**src/rtl/useq_ctrl.sv**
```systemverilog
// useq_ctrl -- next-address controller for a cascade of 4-bit microprogram
// sequencer slices. Every slice in the cascade receives the same control
// outputs.
//
// The controller decodes a 3-bit next-address opcode plus a condition into
// the slice control pins. It also keeps state the slices do not have:
//   - a loop counter,
//   - a stack-depth tracker,
//   - sticky overflow/underflow flags,
//   - a hold (stall) mode.
//
// Ports
//   clock     in   system clock, state updates on rising edge
//   reset     in   synchronous active-high reset
//   opcode    in   next-address instruction
//                    0 JZ, 1 CJS, 2 JMAP, 3 CJP,
//                    4 PUSH, 5 RFCT, 6 CRTN, 7 CONT
//   cc        in   condition, active-high
//   ccen_n    in   0 = test cc, 1 = condition forced pass
//   ar_ld     in   load slice address register from slice D this cycle
//   hold      in   stall: slice PC reloads itself, internal state frozen
//   clr_err   in   clear ovf/unf (a same-cycle new error wins)
//   cnt_din   in   loop counter load value
//   s1, s0    out  slice source select: 00 PC, 01 AR, 10 stack, 11 D
//   zero_n    out  0 = force slice output to zero
//   cin       out  slice PC increment carry-in
//   re_n      out  0 = load slice AR
//   fe_n      out  0 = stack operation enabled
//   pup       out  with fe_n=0: 1 push, 0 pop
//   cnt_zero  out  loop counter == 0
//   depth     out  tracked stack occupancy
//   ovf       out  sticky: push issued while the stack was full
//   unf       out  sticky: pop issued while the stack was empty
//
// Control outputs are combinational from the inputs and registered state,
// so the slices see them in the same cycle the opcode is presented.

module useq_ctrl #(
   parameter int CNT_W       = 8,
   parameter int STACK_DEPTH = 4,
   localparam int DEPTH_W    = $clog2(STACK_DEPTH + 1)
) (
   input  logic               clock,
   input  logic               reset,
   input  logic [2:0]         opcode,
   input  logic               cc,
   input  logic               ccen_n,
   input  logic               ar_ld,
   input  logic               hold,
   input  logic               clr_err,
   input  logic [CNT_W-1:0]   cnt_din,
   output logic               s1,
   output logic               s0,
   output logic               zero_n,
   output logic               cin,
   output logic               re_n,
   output logic               fe_n,
   output logic               pup,
   output logic               cnt_zero,
   output logic [DEPTH_W-1:0] depth,
   output logic               ovf,
   output logic               unf
);

   localparam logic [2:0] OP_JZ   = 3'd0;
   localparam logic [2:0] OP_CJS  = 3'd1;
   localparam logic [2:0] OP_JMAP = 3'd2;
   localparam logic [2:0] OP_CJP  = 3'd3;
   localparam logic [2:0] OP_PUSH = 3'd4;
   localparam logic [2:0] OP_RFCT = 3'd5;
   localparam logic [2:0] OP_CRTN = 3'd6;
   localparam logic [2:0] OP_CONT = 3'd7;

   localparam logic [1:0] SRC_PC  = 2'b00;
   localparam logic [1:0] SRC_STK = 2'b10;
   localparam logic [1:0] SRC_D   = 2'b11;

   localparam logic [DEPTH_W-1:0] DEPTH_MAX = DEPTH_W'(STACK_DEPTH);

   // Registered state
   logic [CNT_W-1:0]   cnt_q,   cnt_d;
   logic [DEPTH_W-1:0] depth_q, depth_d;
   logic               ovf_q,   ovf_d;
   logic               unf_q,   unf_d;

   // Decoded controls
   logic               pass;
   logic [1:0]         src;
   logic               zero_n_c, cin_c, re_n_c, fe_n_c, pup_c;
   logic               ld_cnt, dec_cnt, clr_depth;
   logic               cnt_is_zero;
   logic               push, pop;
   logic               depth_full, depth_empty;

   assign pass        = ccen_n | cc;
   assign cnt_is_zero = (cnt_q == '0);

   // Instruction decode. reset and hold take precedence over the opcode
   // so the slices always get a defined control word.
   always_comb begin
      src       = SRC_PC;
      zero_n_c  = 1'b1;
      cin_c     = 1'b1;
      re_n_c    = ~ar_ld;
      fe_n_c    = 1'b1;
      pup_c     = 1'b0;
      ld_cnt    = 1'b0;
      dec_cnt   = 1'b0;
      clr_depth = 1'b0;

      if (reset) begin
         // Zeroed output with no carry: slice PC becomes 0.
         zero_n_c = 1'b0;
         cin_c    = 1'b0;
         re_n_c   = 1'b1;
      end else if (hold) begin
         // Select PC with no carry so the slice PC reloads its own value.
         cin_c  = 1'b0;
         re_n_c = 1'b1;
      end else begin
         case (opcode)
            OP_JZ: begin
               zero_n_c  = 1'b0;
               clr_depth = 1'b1;
            end
            OP_CJS: begin
               if (pass) begin
                  src    = SRC_D;
                  fe_n_c = 1'b0;
                  pup_c  = 1'b1;
               end
            end
            OP_JMAP: begin
               src = SRC_D;
            end
            OP_CJP: begin
               if (pass) src = SRC_D;
            end
            OP_PUSH: begin
               fe_n_c = 1'b0;
               pup_c  = 1'b1;
               ld_cnt = pass;
            end
            OP_RFCT: begin
               // Loop back to the stack top while the count is non-zero;
               // on zero, drop the loop address and fall through.
               if (!cnt_is_zero) begin
                  src     = SRC_STK;
                  dec_cnt = 1'b1;
               end else begin
                  fe_n_c = 1'b0;
               end
            end
            OP_CRTN: begin
               if (pass) begin
                  src    = SRC_STK;
                  fe_n_c = 1'b0;
               end
            end
            OP_CONT: begin
               src = SRC_PC;
            end
            default: begin
               src = SRC_PC;
            end
         endcase
      end
   end

   assign push        = ~fe_n_c &  pup_c;
   assign pop         = ~fe_n_c & ~pup_c;
   assign depth_full  = (depth_q == DEPTH_MAX);
   assign depth_empty = (depth_q == '0);

   // Next-state logic. Under reset or hold no stack op is decoded and
   // ld/dec/clr are all low, so state is naturally frozen apart from
   // clr_err, which is honoured even while holding.
   always_comb begin
      cnt_d = cnt_q;
      if (ld_cnt)       cnt_d = cnt_din;
      else if (dec_cnt) cnt_d = cnt_q - 1'b1;

      depth_d = depth_q;
      if (clr_depth)                depth_d = '0;
      else if (push && !depth_full) depth_d = depth_q + 1'b1;
      else if (pop && !depth_empty) depth_d = depth_q - 1'b1;

      // The slices still see the op and wrap; only the flag records it.
      ovf_d = (ovf_q & ~clr_err) | (push & depth_full);
      unf_d = (unf_q & ~clr_err) | (pop & depth_empty);
   end

   always_ff @(posedge clock) begin
      if (reset) begin
         cnt_q   <= '0;
         depth_q <= '0;
         ovf_q   <= 1'b0;
         unf_q   <= 1'b0;
      end else begin
         cnt_q   <= cnt_d;
         depth_q <= depth_d;
         ovf_q   <= ovf_d;
         unf_q   <= unf_d;
      end
   end

   assign s1       = src[1];
   assign s0       = src[0];
   assign zero_n   = zero_n_c;
   assign cin      = cin_c;
   assign re_n     = re_n_c;
   assign fe_n     = fe_n_c;
   assign pup      = pup_c;
   assign cnt_zero = cnt_is_zero;
   assign depth    = depth_q;
   assign ovf      = ovf_q;
   assign unf      = unf_q;

endmodule

```
**config.mk**
```make
export PLATFORM = sky130hd
export DESIGN_NAME = useq_ctrl
export DESIGN_NICKNAME = d
export VERILOG_FILES = /design/src/rtl/useq_ctrl.sv
export SDC_FILE = /design/constraint.sdc
export NUM_CORES = 1
export LEC_CHECK = 0
export ABC_AREA = 1
export CAP_MARGIN = 15
export CORE_MARGIN = 4
export CORE_UTILIZATION = 48
export CTS_CLUSTER_SIZE = 30
export DETAILED_ROUTE_END_ITERATION = 10
export HOLD_SLACK_MARGIN = 0.12
export MAX_ROUTING_LAYER = met4
export PLACE_DENSITY = 0.91
export SLEW_MARGIN = 20
export SYNTH_ARGS = -nofsm -noshare
export SYNTH_HDL_FRONTEND = slang
export SYNTH_SLANG_ARGS = --single-unit
```
**constraint.sdc**
```tcl
create_clock -name clock -period 4 [get_ports clock]
set_input_delay 0.6 -clock clock [delete_from_list [all_inputs] [get_ports clock]]
set_output_delay 0.6 -clock clock [all_outputs]
set_load 0.03 [all_outputs]
```
Word level (Yosys, flattened, before mapping)
Index checks and enable logic that the tools add are counted.

storage, ports and cells
  word-level logic and storage cells = 74
  output and inout port bits = 13
  register bits after elaboration = 13

cells by class
  eq/ne operators = 7
  add/subtract/negate cells = 3
  multiplexer cells = 35
  bitwise operators = 13
  reduce and logical (&&, ||, !) cells = 12

operators by type and width
  operator                                             number
  2-to-1 mux 1 bit                                     23
  2-to-1 mux 8 bit                                     2
  equality test 3 bit, second input constant           4
  2-to-1 mux 2 bit                                     5
  logical NOT 8 bit                                    1
  case mux 2 bit (4 select lines)                      1
  subtractor 8 x 1 -> 8 bit, second input constant     1
  AND 1 bit                                            6
  equality test 3 x 2 -> 1 bit, second input constant  2
  logical NOT 3 bit                                    2
  2-to-1 mux 3 bit                                     2
  OR reduction 2 bit                                   3
  inverter 1 bit                                       4
  nonzero test 2 bit                                   2
  adder 3 x 1 -> 3 bit, second input constant          1
  equality test 3 x 1 -> 1 bit, second input constant  1
  OR 1 bit                                             3
  case mux 1 bit (3 select lines)                      1
  subtractor 3 x 1 -> 3 bit, second input constant     1
  logical AND 1 bit                                    2
  logical NOT 1 bit                                    2
  case mux 1 bit (2 select lines)                      1

Logic depth before layout (Yosys ltp)
Gate-level depths: netlist of the first run.

  depth in word-level cells = 10
  gate-level depth with buffers = 13
  depth with buffers taken out = 12

Worst setup path after synthesis of the first run
Ideal clock, no wire load.

  kind = in2reg
  start = input reset
  end = register depth_q[2], in the netlist depth[2]
  slack = 1,739 ps
  cell stages on the path = 12
  buffers on the path = 1
  required time = 3,884 ps
  arrival = 2,145 ps
  cell sequence = buf_6 inv_4 nand2_1 inv_1 o21ai_2 inv_2 nand2_2 fa_1 inv_1 nand2_1 a21oi_1 nor2_1

between the ends
  cells in the longest elaborated chain, start to end = 5
  elaborated cells between the ends (all ways) = 12

ends and longest elaborated chain
  element                       RTL line  RTL
  start, declared               44        input logic reset,
  2-to-1 mux 1 bit (*)          111       if (reset) begin
  via pup                       58        output logic pup,
  inverter 1 bit                171       assign pop = ~fe_n_c & ~pup_c;
  AND 1 bit                     171
  logical AND 1 bit             186       else if (pop && !depth_empty) depth_d = depth_q - 1'b1;
  nonzero test 2 bit (no line)  n/a
  end signal, assigned          201       depth_q <= depth_d;
  end, declared                 82        logic [DEPTH_W-1:0] depth_q, depth_d;

Mark *: on every way through the listed nets, which the timed path passes. The rest lies on a longest branch.
A chain may end at the register's enable or synchronous reset.

Worst setup path in the final report of the first run
  start = input opcode[1]
  end = output s1

between the ends
  cells in the longest elaborated chain, start to end = 5
  elaborated cells between the ends (all ways) = 9

ends and longest elaborated chain
  element                                                                              RTL line  RTL
  start, declared                                                                      45        input logic [2:0] opcode,
  equality test 3 x 2 -> 1 bit / equality test 3 x 1 -> 1 bit (equally long branches)  121       case (opcode)
  OR reduction 2 bit (no line)                                                         n/a
  case mux 2 bit (4 select lines) (*)                                                  121
  2-to-1 mux 2 bit (*)                                                                 116       end else if (hold) begin
  2-to-1 mux 2 bit (*)                                                                 111
  end, declared                                                                        52        output logic s1,

Mark *: on every way between the ends. The rest lies on a longest branch, timed or not.

==> results of run 1 <==
placed cells by master, fill, tap and decap left out, types with 4 or more instances in the layout:
cell type,n
nor2_2,5
o21ai_1,7
a31oi_1,4
nor2_1,21
dfxtp_1,13
nand3_1,11
inv_1,16
nand2_1,29
o21ai_0,10
clkdlybuf4s50_1,30
a21oi_1,9
kinds of logic after synthesis:
group | share of synthesized area
XOR/XNOR | 0.0281
flip-flops | 0.278
adder cells (fa/ha/maj) | 0.0348
buffers and inverters | 0.107
AND/OR/NAND/NOR | 0.362
AO/OA/AOI/OAI | 0.190
sequential cells by signal, summed over array words and instances, names as in the netlist:
signal	count
cnt_q	8
depth	3
ovf	1
unf	1
metal layers:
layer	vias up	wire length (um)	part of all wire	track usage
li1	548	-	-	-
met1	472	1060	0.42	0.270
met2	63	1140	0.46	0.331
met3	4	266	0.11	0.0372
met4	0	33	0.013	0.0809
met5	-	0	0	-
final cells by class:
type / instances / area (um^2) / share of cell area
clock buffer: 4 / 26.3 / 0.0205
inverter: 22 / 88.8 / 0.0693
multi-input combinational: 112 / 576 / 0.449
sequential: 13 / 260 / 0.203
tap: 25 / 31.3 / 0.0244
timing repair buffer: 30 / 300 / 0.234
final timing paths:
kind | start | end | slack, ns | cells past startpoint
max | opcode[1] | s1 | 0.83 | 9
min | ovf | ovf | 0.47 | 2
max reg2reg | cnt_q[0] | cnt_q[5] | 2.30 | 11
min reg2reg | ovf | ovf | 0.47 | 2
power breakdown:
part,total [mW],internal (mW),switching (mW)
clock network,0.0837,0.0386,0.0451
registers,0.142,0.135,0.00693
logic,0.113,0.0498,0.0636
total,0.339,0.223,0.116
worst min-delay path: cells and delay by family (launching register included):
kind               cells  cell delay (ns)
AOI/OAI and AO/OA      1             0.05
and+or+nand+nor        1             0.06
DFF                    1             0.32
==> results.md, run 1 <==
* Die ar. at 0.00272 mm^2
* Via density at 5.28
* Core area at 0.00178 mm^2
* Synth warnings at 0
* Iter 0 DRT Violations at 41
* Post-CTS Setup Repair Bufs at 0
* DP HPWL at 1970 um
* First-pass detailed-route iteration total at 4
* Rel. slew slack at 0.752
* First-pass GRT wire length at 4280 um
* Primary FF master, synth: dfxtp_1
* Post-synthesis area per instance at 6.32 um^2
* Initial antenna violation count at 0
* Area of the mapped netlist at 936 um^2
* Gate Count Post-Synth at 148
* GRT Overall Usage at 0.211
* Distinct cells, synth at 27
* Clk_lat worst skew at 0.27 ns
* Synth area leader: dfxtp_1
* Crit path cell chain: clkdlybuf4s50_1 > inv_1 > nand3_1 > o21ai_0 > o21ai_0 > o21ai_0 > o21ai_0 > nor2_1 > clkdlybuf4s50_1
* Final Cycle Share at 0.793
* DP Area at 0.00126 mm^2
* Synth-to-Final Area Change at 37.0%
* Synth area leaders: dfxtp_1, nand2_1, nor2_1
* PortBufs at 30
* Hold buffer count at cts at 0
* Number of synthesized flops with an enable pin at 0
* Layout filler cell count at 136
* Max-cap violation count at 0
* Final hold violations at 0
* CP top delay family: buffers and inverters
* Slew Limit Fails at 0
* Endpoints failing setup at 0
* Setup ws final at 0.827 ns
* WP buf/inv at 3
* Worst min path class: register to register
* CTS clock-pin slew for the worst setup and hold paths at 0.09 ns
* Layout cells sized above 1 at 0.110
* CP max-delay cell: clkdlybuf4s50_1
* Crit path launch type: primary input
* Status: finished, final reports clean
* Clock period minus final worst setup slack at 3.17 ns
* Max Freq at 315 MHz
* Pwr Total at 339 uW
* H-Tree Depth at 1
* Max VDD drop at 0.000181 V
* CTS tree: done
* Cell leakage power at 0.556 nW
* Largest net degree at the start of global routing at 11
* Power density cells at 264 mW/mm^2
* Finished Core Util at 0.719
* Cell Count Post-Placement at 202
* Vias at 1087
* Drt drc at 0
* I/O pin count at 31
* Final TNS setup at 0 ns
* Max FO, Critical Path at 4
* Number of CTS-inserted buffers at 3
* # nets final at 202
* Antenna fix cells at 0
* Final wirelength at 2510 um
* Crit-path most repeated cell: o21ai_0
* Vias in the first global route at 1009
* Post-route insts no fill at 206
* GP Congestion at 0.844
* Chip Width at 52.2 um
* Async set or reset register ratio after synthesis at 0
* WL/cell at 12.2 um
* CTS sink count at 13
* GR Overflow Total at 0
* Net Count, Synth at 168
* Count leader, synth: nand2_1
* Hold slack final at 0.469 ns
* Crit path capture type: output port
* Worst EP required at 3.40 ns
* CTS max path bufs at 2
* Slowest stage delay, CP at 0.69 ns
* ANT nets after route at 0
* Synth top cells by count: nand2_1, nor2_1, inv_1
* Sequential share of the synthesized area at 0.278
* Pre-CTS setup slack at 0.856 ns
* Initial core utilization at 0.525
* Die Span Y at 52.2 um
* CP Class: primary input to output port
* Post-route cell area at 0.00128 mm^2
* Clk root buf: clkbuf_4
* Synthesis-stage register bit count at 13
* Clock Skews at 0.00178 ns
* Critical Path AT at 2.57 ns
* Row count at 15
* Post-synth top area share at 0.278
* Actual slew at the worst max-slew pin at 0.371 ns
* RSZ-0062 raised after global routing: false
* Post-CTS sizing at 0
Power figures use the tool's default switching activity.
==> inputs of run 2 (changes only) <==
--- a/config.mk
+++ b/config.mk
@@ -8,12 +8,12 @@
 export ABC_AREA = 1
 export CAP_MARGIN = 15
 export CORE_MARGIN = 4
-export CORE_UTILIZATION = 48
+export CORE_UTILIZATION = 45
 export CTS_CLUSTER_SIZE = 30
 export DETAILED_ROUTE_END_ITERATION = 10
 export HOLD_SLACK_MARGIN = 0.12
 export MAX_ROUTING_LAYER = met4
-export PLACE_DENSITY = 0.91
+export PLACE_DENSITY = 0.87
 export SLEW_MARGIN = 20
 export SYNTH_ARGS = -nofsm -noshare
 export SYNTH_HDL_FRONTEND = slang
==> constraint.sdc (replaced) <==
create_clock -name clock -period 3.15 [get_ports clock]
set_input_delay 0.4725 -clock clock [delete_from_list [all_inputs] [get_ports clock]]
set_output_delay 0.4725 -clock clock [all_outputs]
set_load 0.03 [all_outputs]
==> run 2 against run 1 <==
First-iteration DRC count is 56% lower. Global-route usage is 0.67 points lower. Cell area is 0.78% higher. Hold slack better by 0.0061 ns. Via count is 1.8% lower. Die area is 5.6% higher. Clock-buffer cell count stayed put. Critical path type unchanged. Largest power group unchanged.
==> results.md, run 2 (synthesis results as in run 1) <==
* Antenna fix cells at 0 (unchanged)
* Chip Width at 53.6 um (was 52.2 um)
* Final TNS setup at 0 ns (unchanged)
* Row count at 16 (was 15)
* Finished Core Util at 0.659 (was 0.719)
* Hold buffer count at cts at 0 (unchanged)
* Cell leakage power at 0.561 nW (was 0.556 nW)
* GR Overflow Total at 0 (unchanged)
* Iter 0 DRT Violations at 18 (was 41)
* Crit path cell chain: clkdlybuf4s50_1 > nand2_1 > o21ai_0 > o21ai_0 > o21ai_0 > o21ai_0 > nor2_1 > clkdlybuf4s50_1 (was clkdlybuf4s50_1 > inv_1 > nand3_1 > o21ai_0 > o21ai_0 > o21ai_0 > o21ai_0 > nor2_1 > clkdlybuf4s50_1)
* Final hold violations at 0 (unchanged)
* CP top delay family: buffers and inverters (unchanged)
* Largest Register: cnt_q (unchanged)
* Layout cells sized above 1 at 0.115 (was 0.110)
* Min-delay src: ovf (unchanged)
* Drt drc at 0 (unchanged)
* CTS sink count at 13 (unchanged)
* First-pass GRT wire length at 4310 um (was 4280 um)
* DP Area at 0.00127 mm^2 (was 0.00126 mm^2)
* Power density cells at 335 mW/mm^2 (was 264 mW/mm^2)
* Final wirelength at 2460 um (was 2510 um)
* Status: finished, final reports clean (unchanged)
* GP Congestion at 0.868 (was 0.844)
* Clock period minus final worst setup slack at 2.87 ns
* CTS tree: done (unchanged)
* Cell Count Post-Placement at 205 (was 202)
* Endpoints failing setup at 0 (unchanged)
* First-pass detailed-route iteration total at 4 (unchanged)
* Via density at 5.11 (was 5.28)
* Met1 Resource Use GR at 0.232 (was 0.270)
* Post-CTS sizing at 0 (unchanged)
* Grt peak-use layer: met2 (unchanged)
* Final Cycle Share at 0.912
* Clk_lat worst skew at 0.28 ns (was 0.27 ns)
* GR Layer Usage met3 at 0.0332 (was 0.0372)
* Setup ws final at 0.278 ns (was 0.827 ns)
* Layout filler cell count at 194 (was 136)
* Reg power frac at 0.415 (was 0.418)
* Post-route insts no fill at 209 (was 206)
* CTS clock-pin slew for the worst setup and hold paths at 0.09 ns (about the same)
* Worst min path class: register to register (unchanged)
* Max FO, Critical Path at 5 (was 4)
* Vias in the first global route at 1075 (was 1009)
* CP max-delay cell: clkdlybuf4s50_1 (unchanged)
* Most frequent cells in the layout: clkdlybuf4s50_1, nand2_1, nor2_1, inv_1, dfxtp_1 (unchanged)
* Die ar. at 0.00287 mm^2 (was 0.00272 mm^2)
* Number of CTS-inserted buffers at 3 (unchanged)
* Slowest stage delay, CP at 0.68 ns (was 0.69 ns)
* Sw Share at 0.343 (was 0.341)
* ANT nets after route at 0 (unchanged)
* Core area at 0.00196 mm^2 (was 0.00178 mm^2)
* Pwr Total at 433 uW (was 339 uW)
* Max VDD drop at 0.000258 V (was 0.000181 V)
* Max-cap violation count at 0 (unchanged)
* Multi-input logic area at 576 um^2 (unchanged)
* Post-route cell area at 0.00129 mm^2 (was 0.00128 mm^2)
* R2R Path Start: cnt_q[1] (was cnt_q[0])
* Initial core utilization at 0.477 (was 0.525)
* Internal at 285 uW (was 223 uW)
* PortBufs at 30 (unchanged)
* CP Class: primary input to output port (unchanged)
* CP startpoint: opcode[0] (was opcode[1])
* CTS max path bufs at 2 (unchanged)
* Crit path capture type: output port (unchanged)
* Hold slack final at 0.475 ns (was 0.469 ns)
* Post-CTS Setup Repair Bufs at 0 (unchanged)
* # nets final at 203 (was 202)
* Rel. slew slack at 0.782 (was 0.752)
* Clock share of power at 0.253 (was 0.247)
* WL/cell at 11.7 um (was 12.2 um)
* Critical Path AT at 2.40 ns (was 2.57 ns)
* Clock Skews at 0.00193 ns (was 0.00178 ns)
* Met2 Usage GRT at 0.341 (was 0.331)
* Vias at 1067 (was 1087)
* Crit-path most repeated cell: o21ai_0 (unchanged)
* Synth-to-Final Area Change at 38.1% (was 37.0%)
* Worst EP required at 2.68 ns (was 3.40 ns)
* Largest net degree at the start of global routing at 11 (unchanged)
* Max Freq at 348 MHz
* Slew Limit Fails at 0 (unchanged)
* H-Tree Depth at 1 (unchanged)
* Commonest non-fill, non-tap cell in the layout: clkdlybuf4s50_1 (unchanged)
* Logic pwr share at 0.332 (was 0.335)
* Crit path launch type: primary input (unchanged)
* Register Area at 260 um^2 (unchanged)
* Actual slew at the worst max-slew pin at 0.327 ns (was 0.371 ns)
* RSZ-0062 raised after global routing: false (unchanged)
* I/O pin count at 31 (unchanged)
* GRT Overall Usage at 0.204 (was 0.211)
* DP HPWL at 1910 um (was 1970 um)
* Clk root buf: clkbuf_4 (unchanged)
* Net load switching power at 148 uW (was 116 uW)
* Max reg flops at 8 (unchanged)
* Pre-CTS setup slack at 0.294 ns (was 0.856 ns)
* Initial antenna violation count at 0 (unchanged)
* Die Span Y at 53.6 um (was 52.2 um)
* WP buf/inv at 2 (was 3)
[run 2: cell types whose count changed in the layout (fill, tap and decap cells not counted), sizes merged]
cell / delta
buf: +1
[run 2: path summary, 6_finish.rpt]
kind,to,slack [ns],cells after the start
worst max-delay path,s1,0.28,8
worst min-delay path,ovf,0.48,2
worst max register to register,depth[1],1.46,11
worst min register to register,ovf,0.48,2
[run 2: area by class of cell]
class | instances | share of cell area
Tap cell | 27 | 0.0261
Clock buffer | 4 | 0.0203
Timing Repair Buffer | 31 | 0.238
Multi-Input combinational cell | 112 | 0.445
Inverter | 22 | 0.0687
Sequential cell | 13 | 0.201
[run 2: tightest hold or removal path: cells and delay by family (launching register included)]
| family | cells | cell delay [ns] |
|---|---|---|
| compound gates | 1 | 0.06 |
| simple gates | 1 | 0.06 |
| flops | 1 | 0.32 |
[run 2: routing by layer]
metal	vias to the layer above	routed length [um]
li1	552	-
met1	477	1100
met2	34	1200
met3	4	123
met4	0	38
met5	-	0
[run 2: power by group through the flow]
stage	clock network (mW)	logic, mW	registers [mW]
after floorplan	0	0.0788	0.190
after global placement	0	0.139	0.183
after detailed placement	0	0.143	0.183
after CTS	0.111	0.144	0.180
after global routing	0.119	0.159	0.182
final	0.109	0.144	0.180
==> inputs of run 3 (changes only) <==
--- a/config.mk
+++ b/config.mk
@@ -11,6 +11,7 @@
 export CORE_UTILIZATION = 45
 export CTS_CLUSTER_SIZE = 30
 export DETAILED_ROUTE_END_ITERATION = 10
+export GPL_TIMING_DRIVEN = 0
 export HOLD_SLACK_MARGIN = 0.12
 export MAX_ROUTING_LAYER = met4
 export PLACE_DENSITY = 0.87
==> constraint.sdc (replaced) <==
create_clock -name clock -period 2.7 [get_ports clock]
set_input_delay 0.405 -clock clock [delete_from_list [all_inputs] [get_ports clock]]
set_output_delay 0.405 -clock clock [all_outputs]
set_load 0.03 [all_outputs]
==> run 3 against run 2 <==
Die area unchanged. Sequential share of layout area up 0.078 points. Combinational power up 16%. Critical endpoint is now zero_n.
==> results.md, run 3 (synthesis results as in run 1) <==
* Post-route cell area at 0.00129 mm^2 (about the same)
* Commonest non-fill, non-tap cell in the layout: nand2_1 (was clkdlybuf4s50_1)
* First-pass detailed-route iteration total at 4 (unchanged)
* Slew Limit Fails at 0 (unchanged)
* CTS sink count at 13 (unchanged)
* I/O pin count at 31 (unchanged)
* GP Congestion at 0.863 (was 0.868)
* Max VDD drop at 0.000353 V (was 0.000258 V)
* Iter 0 DRT Violations at 21 (was 18)
* CTS max path bufs at 2 (unchanged)
* Max reg flops at 8 (unchanged)
* Worst min path class: primary input to register (was register to register)
* Max Freq at 384 MHz
* RSZ-0062 raised after global routing: false (unchanged)
* WL/cell at 12.1 um (was 11.7 um)
* DP HPWL at 1970 um (was 1910 um)
* PortBufs at 29 (was 30)
* Slowest stage delay, CP at 0.74 ns (was 0.68 ns)
* Clk root buf: clkbuf_4 (unchanged)
* # nets final at 202 (was 203)
* Final wirelength at 2520 um (was 2460 um)
* Largest Register: cnt_q (unchanged)
* Cell leakage power at 0.580 nW (was 0.561 nW)
* Chip Width at 53.6 um (unchanged)
* Power density cells at 391 mW/mm^2 (was 335 mW/mm^2)
* R2R cell count at 11 (unchanged)
* Final hold violations at 0 (unchanged)
* Number of CTS-inserted buffers at 3 (unchanged)
* Final Cycle Share at 0.964
* Crit path capture type: output port (unchanged)
* Status: finished, final reports clean (unchanged)
* Endpoints failing setup at 0 (unchanged)
* Row count at 16 (unchanged)
* Rel. slew slack at 0.778 (was 0.782)
* Antenna fix cells at 0 (unchanged)
* First-pass GRT wire length at 4240 um (was 4310 um)
* DP Area at 0.00126 mm^2 (was 0.00127 mm^2)
* Post-CTS sizing at 1 (was 0)
* Worst EP required at 2.30 ns (was 2.68 ns)
* Clock Skews at 0.00777 ns (was 0.00193 ns)
* Vias in the first global route at 1033 (was 1075)
* Critical Path AT at 2.20 ns (was 2.40 ns)
* Die ar. at 0.00287 mm^2 (unchanged)
* Layout filler cell count at 192 (was 194)
* Hold slack final at 0.322 ns (was 0.475 ns)
* CTS clock-pin slew for the worst setup and hold paths at 0.08 ns (was 0.09 ns)
* Most frequent cells in the layout: nand2_1, clkdlybuf4s50_1, nor2_1, inv_1, dfxtp_1 (was clkdlybuf4s50_1, nand2_1, nor2_1, inv_1, dfxtp_1)
* Crit path launch type: primary input (unchanged)
* CP max-delay cell: clkdlybuf4s50_1 (unchanged)
* Post-CTS Setup Repair Bufs at 0 (unchanged)
* Max FO, Critical Path at 5 (unchanged)
* Pwr Total at 504 uW (was 433 uW)
* Vias at 1073 (was 1067)
* Drt drc at 0 (unchanged)
* Largest net degree at the start of global routing at 11 (unchanged)
* Initial antenna violation count at 0 (unchanged)
* Die Span Y at 53.6 um (unchanged)
* Clock period minus final worst setup slack at 2.60 ns
* Crit-path most repeated cell: clkdlybuf4s50_1 (was o21ai_0)
* Actual slew at the worst max-slew pin at 0.332 ns (was 0.327 ns)
* ANT nets after route at 0 (unchanged)
* Via density at 5.16 (was 5.11)
* H-Tree Depth at 1 (unchanged)
* Hold buffer count at cts at 0 (unchanged)
* Synth-to-Final Area Change at 37.6% (was 38.1%)
* Worst hold path depth at 2 (unchanged)
* Finished Core Util at 0.656 (was 0.659)
* GR Overflow Total at 0 (unchanged)
* Clk_lat worst skew at 0.29 ns (was 0.28 ns)
* Max-cap violation count at 0 (unchanged)
* Final TNS setup at 0 ns (unchanged)
* CTS tree: done (unchanged)
* Crit path cell chain: clkdlybuf4s50_1 > inv_2 > nand2_1 > nor2_1 > a21oi_1 > clkdlybuf4s50_1 (was clkdlybuf4s50_1 > nand2_1 > o21ai_0 > o21ai_0 > o21ai_0 > o21ai_0 > nor2_1 > clkdlybuf4s50_1)
* Core area at 0.00196 mm^2 (unchanged)
* CP Class: primary input to output port (unchanged)
* Initial core utilization at 0.477 (unchanged)
* GRT Overall Usage at 0.206 (was 0.204)
* Layout cells sized above 1 at 0.116 (was 0.115)
run 3: changes by cell type in the layout (fill, tap and decap cells not counted), sizes merged:
cell / change
dlygate4sd2: +1
dlymetal6s2s: +1
clkdlybuf4s50: -3
run 3: routing by layer:
layer | vias to the layer above | global-route usage | share of wire
li1 | 551 | - | -
met1 | 484 | 0.227 | 0.42
met2 | 33 | 0.347 | 0.51
met3 | 5 | 0.0637 | 0.061
met4 | 0 | 0.0766 | 0.011
met5 | - | - | 0
run 3: power by group:
group          leakage, nW  switching (mW)  internal [mW]
combinational        0.460          0.0935         0.0734
clock               0.0150          0.0697         0.0575
sequential           0.105         0.00985          0.200
run 3: worst paths after layout:
path | slack [ns] | to | start
max | 0.1 | zero_n | opcode[0]
min reg2reg | 0.46 | ovf | ovf
max reg2reg | 1.00 | depth[0] | cnt_q[1]
min | 0.32 | cnt_q[6] | reset
run 3: through the flow:
step	worst slack [ns]	instances
finish	0.0977	208
global route	0.00611	208
floorplan	0.634	148
detailed placement	-0.0329	204
global placement	0.0399	204
CTS	0.0145	208
run 3: worst max-delay path: cells and delay by family:
kind,cells,cell delay (ns)
AO/OA/AOI/OAI,1,0.28
buffers and inverters,3,1.37
AND/OR/NAND/NOR,2,0.15
run 3: area by class of cell:
class | instances | area, um^2 | share of cell area
Timing Repair Buffer | 29 | 292 | 0.226
Sequential cell | 13 | 260 | 0.202
Tap cell | 27 | 33.8 | 0.0262
Multi-Input combinational cell | 112 | 576 | 0.447
Clock buffer | 4 | 26.3 | 0.0204
Inverter | 22 | 88.8 | 0.0690
Buffer | 1 | 11.3 | 0.00875
